File: config.mk
export PLATFORM = sky130hd
export DESIGN_NAME = fp_mul_round
export DESIGN_NICKNAME = d
export VERILOG_FILES = /design/src/rtl/fp_mul_round.sv
export SDC_FILE = /design/constraint.sdc
export NUM_CORES = 1
export LEC_CHECK = 0
export ABC_AREA = 1
export BUFFER_PORTS_ARGS = -buffer_cell sky130_fd_sc_hd__buf_2
export CORE_MARGIN = 3
export CORE_UTILIZATION = 45
export CTS_CLUSTER_SIZE = 30
export DETAILED_ROUTE_END_ITERATION = 16
export GPL_TIMING_DRIVEN = 0
export PLACE_DENSITY = 0.76
export SLEW_MARGIN = 20
export SYNTH_ARGS = -nofsm -noshare
export SYNTH_HDL_FRONTEND = slang
export SYNTH_SLANG_ARGS = --single-unit
File: constraint.sdc
create_clock -name clk -period 1.4 [get_ports clk]
set_input_delay 0.14 -clock clk [delete_from_list [all_inputs] [get_ports clk]]
set_output_delay 0.14 -clock clk [all_outputs]
set_load 0.05 [all_outputs]
File: src/rtl/fp_mul_round.sv
// Round / range-check / pack stage behind the fp_mul core: 2-cycle pipeline, one result per cycle.
// Define FP_MUL_ROUND_RNE_EN for round-to-nearest-even; the default build truncates.
module fp_mul_round (
    input  logic        clk,
    input  logic        rst,
    input  logic        start,
    input  logic        sign_i,
    input  logic [9:0]  exp_i,
    input  logic [47:0] man_i,
    input  logic        zero_i,
    input  logic        inf_i,
    input  logic        nan_i,
    output logic        done,
    output logic [31:0] res,
    output logic        overflow,
    output logic        underflow,
    output logic        exception
);

    // ---------------- stage 1: normalise and decide the round increment ----------------
    logic [22:0]        m_next;
    logic signed [9:0]  e_next;
    logic               inc_next;

    always_comb begin
        if (man_i[47]) begin
            m_next = man_i[46:24];
            e_next = $signed(exp_i) + 10'sd1;
        end else begin
            m_next = man_i[45:23];
            e_next = $signed(exp_i);
        end
    end

`ifdef FP_MUL_ROUND_RNE_EN
    logic g_next;
    logic s_next;

    always_comb begin
        if (man_i[47]) begin
            g_next = man_i[23];
            s_next = |man_i[22:0];
        end else begin
            g_next = man_i[22];
            s_next = |man_i[21:0];
        end
    end

    // Ties go to the even mantissa: a bare guard bit only rounds up an odd LSB.
    assign inc_next = g_next & (s_next | m_next[0]);
`else
    logic unused_low_bits;
    assign unused_low_bits = &{1'b0, man_i[23:0]};
    assign inc_next = 1'b0;
`endif

    logic               valid1_reg;
    logic [22:0]        m1_reg;
    logic signed [9:0]  e1_reg;
    logic               inc1_reg;
    logic               sign1_reg;
    logic               zero1_reg;
    logic               inf1_reg;
    logic               nan1_reg;

    always_ff @(posedge clk) begin
        if (rst) begin
            valid1_reg <= 1'b0;
            m1_reg     <= '0;
            e1_reg     <= '0;
            inc1_reg   <= 1'b0;
            sign1_reg  <= 1'b0;
            zero1_reg  <= 1'b0;
            inf1_reg   <= 1'b0;
            nan1_reg   <= 1'b0;
        end else begin
            valid1_reg <= start;
            if (start) begin
                m1_reg    <= m_next;
                e1_reg    <= e_next;
                inc1_reg  <= inc_next;
                sign1_reg <= sign_i;
                zero1_reg <= zero_i;
                inf1_reg  <= inf_i;
                nan1_reg  <= nan_i;
            end
        end
    end

    // ---------------- stage 2: apply rounding, range-check, pack ----------------
    logic [22:0]        mr_next;
    logic signed [9:0]  e2_next;

`ifdef FP_MUL_ROUND_RNE_EN
    logic [23:0] sum_next;
    assign sum_next = {1'b0, m1_reg} + {23'd0, inc1_reg};

    // A carry out of the mantissa means 1.111..1 rounded up to 10.000..0.
    always_comb begin
        if (sum_next[23]) begin
            mr_next = '0;
            e2_next = e1_reg + 10'sd1;
        end else begin
            mr_next = sum_next[22:0];
            e2_next = e1_reg;
        end
    end
`else
    logic unused_inc;
    assign unused_inc = inc1_reg;
    assign mr_next    = m1_reg;
    assign e2_next    = e1_reg;
`endif

    logic [31:0] res_next;
    logic        ovf_next;
    logic        unf_next;
    logic        exc_next;

    always_comb begin
        res_next = {sign1_reg, e2_next[7:0], mr_next};
        ovf_next = 1'b0;
        unf_next = 1'b0;
        exc_next = 1'b0;
        if (nan1_reg || (inf1_reg && zero1_reg)) begin
            res_next = 32'h7FC0_0000;
            exc_next = 1'b1;
        end else if (inf1_reg) begin
            res_next = {sign1_reg, 8'hFF, 23'd0};
        end else if (zero1_reg) begin
            res_next = {sign1_reg, 31'd0};
        end else if (e2_next >= 10'sd255) begin
            res_next = {sign1_reg, 8'hFF, 23'd0};
            ovf_next = 1'b1;
        end else if (e2_next <= 10'sd0) begin
            res_next = {sign1_reg, 31'd0};
            unf_next = 1'b1;
        end
    end

    logic        done_reg;
    logic [31:0] res_reg;
    logic        ovf_reg;
    logic        unf_reg;
    logic        exc_reg;

    always_ff @(posedge clk) begin
        if (rst) begin
            done_reg <= 1'b0;
            res_reg  <= '0;
            ovf_reg  <= 1'b0;
            unf_reg  <= 1'b0;
            exc_reg  <= 1'b0;
        end else begin
            done_reg <= valid1_reg;
            if (valid1_reg) begin
                res_reg <= res_next;
                ovf_reg <= ovf_next;
                unf_reg <= unf_next;
                exc_reg <= exc_next;
            end
        end
    end

    assign done      = done_reg;
    assign res       = res_reg;
    assign overflow  = ovf_reg;
    assign underflow = unf_reg;
    assign exception = exc_reg;

endmodule

==> summary.txt <==
Clocking
  – Clk Latency, worst-skew pair: 350 ps
  – CTS Buffer Depth: 2
  – CTS root buffer: clkbuf_8
  – H-tree depth: 3
  – Clk slew on worst S/H paths: 80 ps
  – CTS tree: built
  – TritonCTS Sinks: 74
  – CTS buffer count: 9

Logic synthesis
  – Main combinational cell family by area after synthesis: simple AND/OR/NAND/NOR gates
  – Ys flop type: dfxtp_1
  – Yosys top cell area share: 0.4438
  – Register area share after synthesis: 0.4438
  – Mapped Area: 0.003338 mm^2
  – Ys async rst share: 0
  – Synth area leaders: dfxtp_1, nand2_1, a21oi_1
  – Number of synthesis warnings: 0
  – Count leader, synth: nand2_1
  – XOR/XNOR share of the synthesized area: 0.01312
  – Syn Nets: 524
  – Post-synth top area cell: dfxtp_1
  – Simple-gate share of the synthesized area: 0.2350
  – Avg Cell Area, Syn: 7.289 um^2
  – Syn Inst Count: 458
  – Post-synthesis adder-cell area fraction: 0.003748
  – Compound-Gate Fraction of Synth Area: 0.2103
  – Number of synthesized flops with an enable pin: 0
  – Yosys reg bits: 74
  – Synth unique cells: 29
  – Post-synth top cells: nand2_1, dfxtp_1, a21oi_1, nor2_1, inv_1
  – Multiplexer area fraction after synthesis: 0

Drt
  – Avg WL per Cell: 13.43 um
  – 1st-iter DRT viols: 174
  – Drt via density: 5.095
  – DRC viols: 0
  – Vias: 3327
  – ANT nets after route: 0
  – Total wire length: 8771 um
  – Drt first pass iters: 7

Worst setup path
  – Worst-path cell chain: nand2_1 -> nor2_1 -> nand2_1 -> nand2_4 -> nand2_4 -> buf_4 -> nand2_1 -> nand2_1 -> a21oi_1
  – Critical path type: reg -> reg
  – Crit. End Element: flip-flop
  – Req. time, crit path: 1680 ps
  – CP max FO: 10
  – CP max stage cell: dfxtp_2
  – Setup crit start kind: flip-flop
  – Most Frequent Cell on Critical Path: nand2_1
  – Crit-path leading delay family: simple AND/OR/NAND/NOR gates
  – Buf/Inv on CP: 1
  – Worst path max stage delay: 360 ps
  – CP arrival: 1620 ps

STA
  – Worst-margin pin slew: 531.0 ps
  – F_max: 751.2 MHz
  – Worst Hold Slack: 25.02 ps
  – Max Slew Vio Count: 0
  – Final Cycle Share: 0.9508
  – Setup violations, final: 0
  – Setup ws final: 68.82 ps
  – Slew HR: 0.6460
  – Setup Skew: 6.894 ps
  – Final Hold Fails: 0
  – Fin crit period: 1331 ps

Cells and area
  – P&R area growth vs syn: 25.94%
  – # diodes: 0
  – Fin cells: 653
  – Max reg flops: 32
  – Fillcell total: 650
  – Nets: 618
  – Share of layout cells above drive strength 1: 0.2639

Die
  – Ports: 101
  – Die Y: 92.13 um
  – Placement Rows: 30
  – Chip width: 92.13 um
  – Core footprint: 0.006982 mm^2
  – Full die area: 0.008488 mm^2
  – Initial Util: 0.4781

Place
  – Detailed Place HPWL: 6315 um
  – Pre-CTS setup slack: -86.48 ps
  – Placed cells: 630
  – Port bufs: 76
  – Gpl congestion: 0.8292

Global routing
  – First-pass GRT wire length: 13990 um
  – Grt ovf: 0
  – Total track usage: 0.2055
  – Initial antenna violation count: 0
  – Largest net degree at the start of global routing: 13
  – Vias in the first global route: 3065

Flow run
  – Max_cap viols: 0

Power
  – VDD IR max: 509.9 uV
  – Leakage Power: 0.001893 uW
  – Pwr dens: 1251 mW/mm^2

Run status
  – Outcome: finished clean

Min path
  – Worst min path class: in -> reg
-- placed cells by master, fill, tap and decap left out, drive strengths merged --
cell type / netlist / layout
o211ai: 2 / 2
nand3: 10 / 10
dfxtp: 74 / 74
a221oi: 17 / 17
bufinv: 0 / 4
ha: 1 / 1
inv: 47 / 47
clkbuf: 17 / 28
nor2: 60 / 60
nor3: 1 / 1
buf: 10 / 93
xor2: 3 / 3
nand4: 2 / 2
nor4: 2 / 2
a21oi: 72 / 72
xnor2: 2 / 2
nand2: 108 / 108
clkinv: 2 / 3
o21ai: 28 / 28
-- worst min-delay path, delay by kind of cell --
| family | cells | cell delay (ps) |
|---|---|---|
| AND/OR/NAND/NOR | 2 | 120 |
| buffers and inverters | 1 | 80 |
-- path summary, 6_finish.rpt --
kind                                start        end  slack (ps)  depth (start not counted)
worst max-delay path            e1_reg[4]    res[26]          70                          9
worst min-delay path               sign_i  sign1_reg          30                          3
worst max register to register  e1_reg[4]    res[26]          70                          9
worst min register to register     res[2]     res[2]         470                          2
-- report_power, final --
part	switching, uW	total (uW)	internal (uW)
Combinational	521	774	253
Clock	803	2210	1410
Sequential	55.9	2270	2220
Total	1380	5260	3880
-- per-stage QoR --
| stage | utilization | total power [uW] | TNS, ps | area [um^2] |
|---|---|---|---|---|
| finish | 0.6022 | 5261 | 0 | 4204 |
| global route | 0.6022 | 5458 | -14.90 | 4204 |
| CTS | 0.5928 | 5242 | 0 | 4139 |
| detailed placement | 0.5498 | 3048 | -1116 | 3839 |
| global placement | 0.5498 | 3031 | -524.8 | 3839 |
| floorplan | - | 2822 | 0 | 3338 |
-- logic make-up after synthesis --
family                     Yosys count
AOI/OAI and AO/OA                  119
xor gates and xnor gates             5
adders and majority gates            1
buffers and inverters               76
DFF                                 74
and+or+nand+nor                    183
-- layout make-up --
| class | instances | area, um^2 | share of cell area |
|---|---|---|---|
| plain buffers | 27 | 130.1 | 0.03095 |
| clock buffers | 11 | 141.4 | 0.03363 |
| clock inverters | 5 | 125.1 | 0.02976 |
| inverters | 49 | 193.9 | 0.04613 |
| multi-input cells | 308 | 1560 | 0.3711 |
| flip-flops and latches | 74 | 1488 | 0.3539 |
| well taps | 96 | 120.1 | 0.02857 |
| repair buffers | 83 | 445.4 | 0.1060 |
-- layer usage --
layer,global-route usage,part of all wire,up-vias
met1,0.2675,0.45,1522
met4,0.09282,0.017,0
met3,0.03363,0.061,14
met5,0,0,-
li1,-,-,1677
met2,0.3333,0.47,114
-- what timing repair did --
| item | CTS | global route |
|---|---|---|
| buffers inserted | 1 | 6 |
| pin swaps | 1 | 1 |
| hold buffers | 0 | 0 |
| gates resized for setup | 9 | 3 |
| endpoints found under the setup margin | 21 | 20 |
Note: power is estimated with default switching activity, not from simulation.
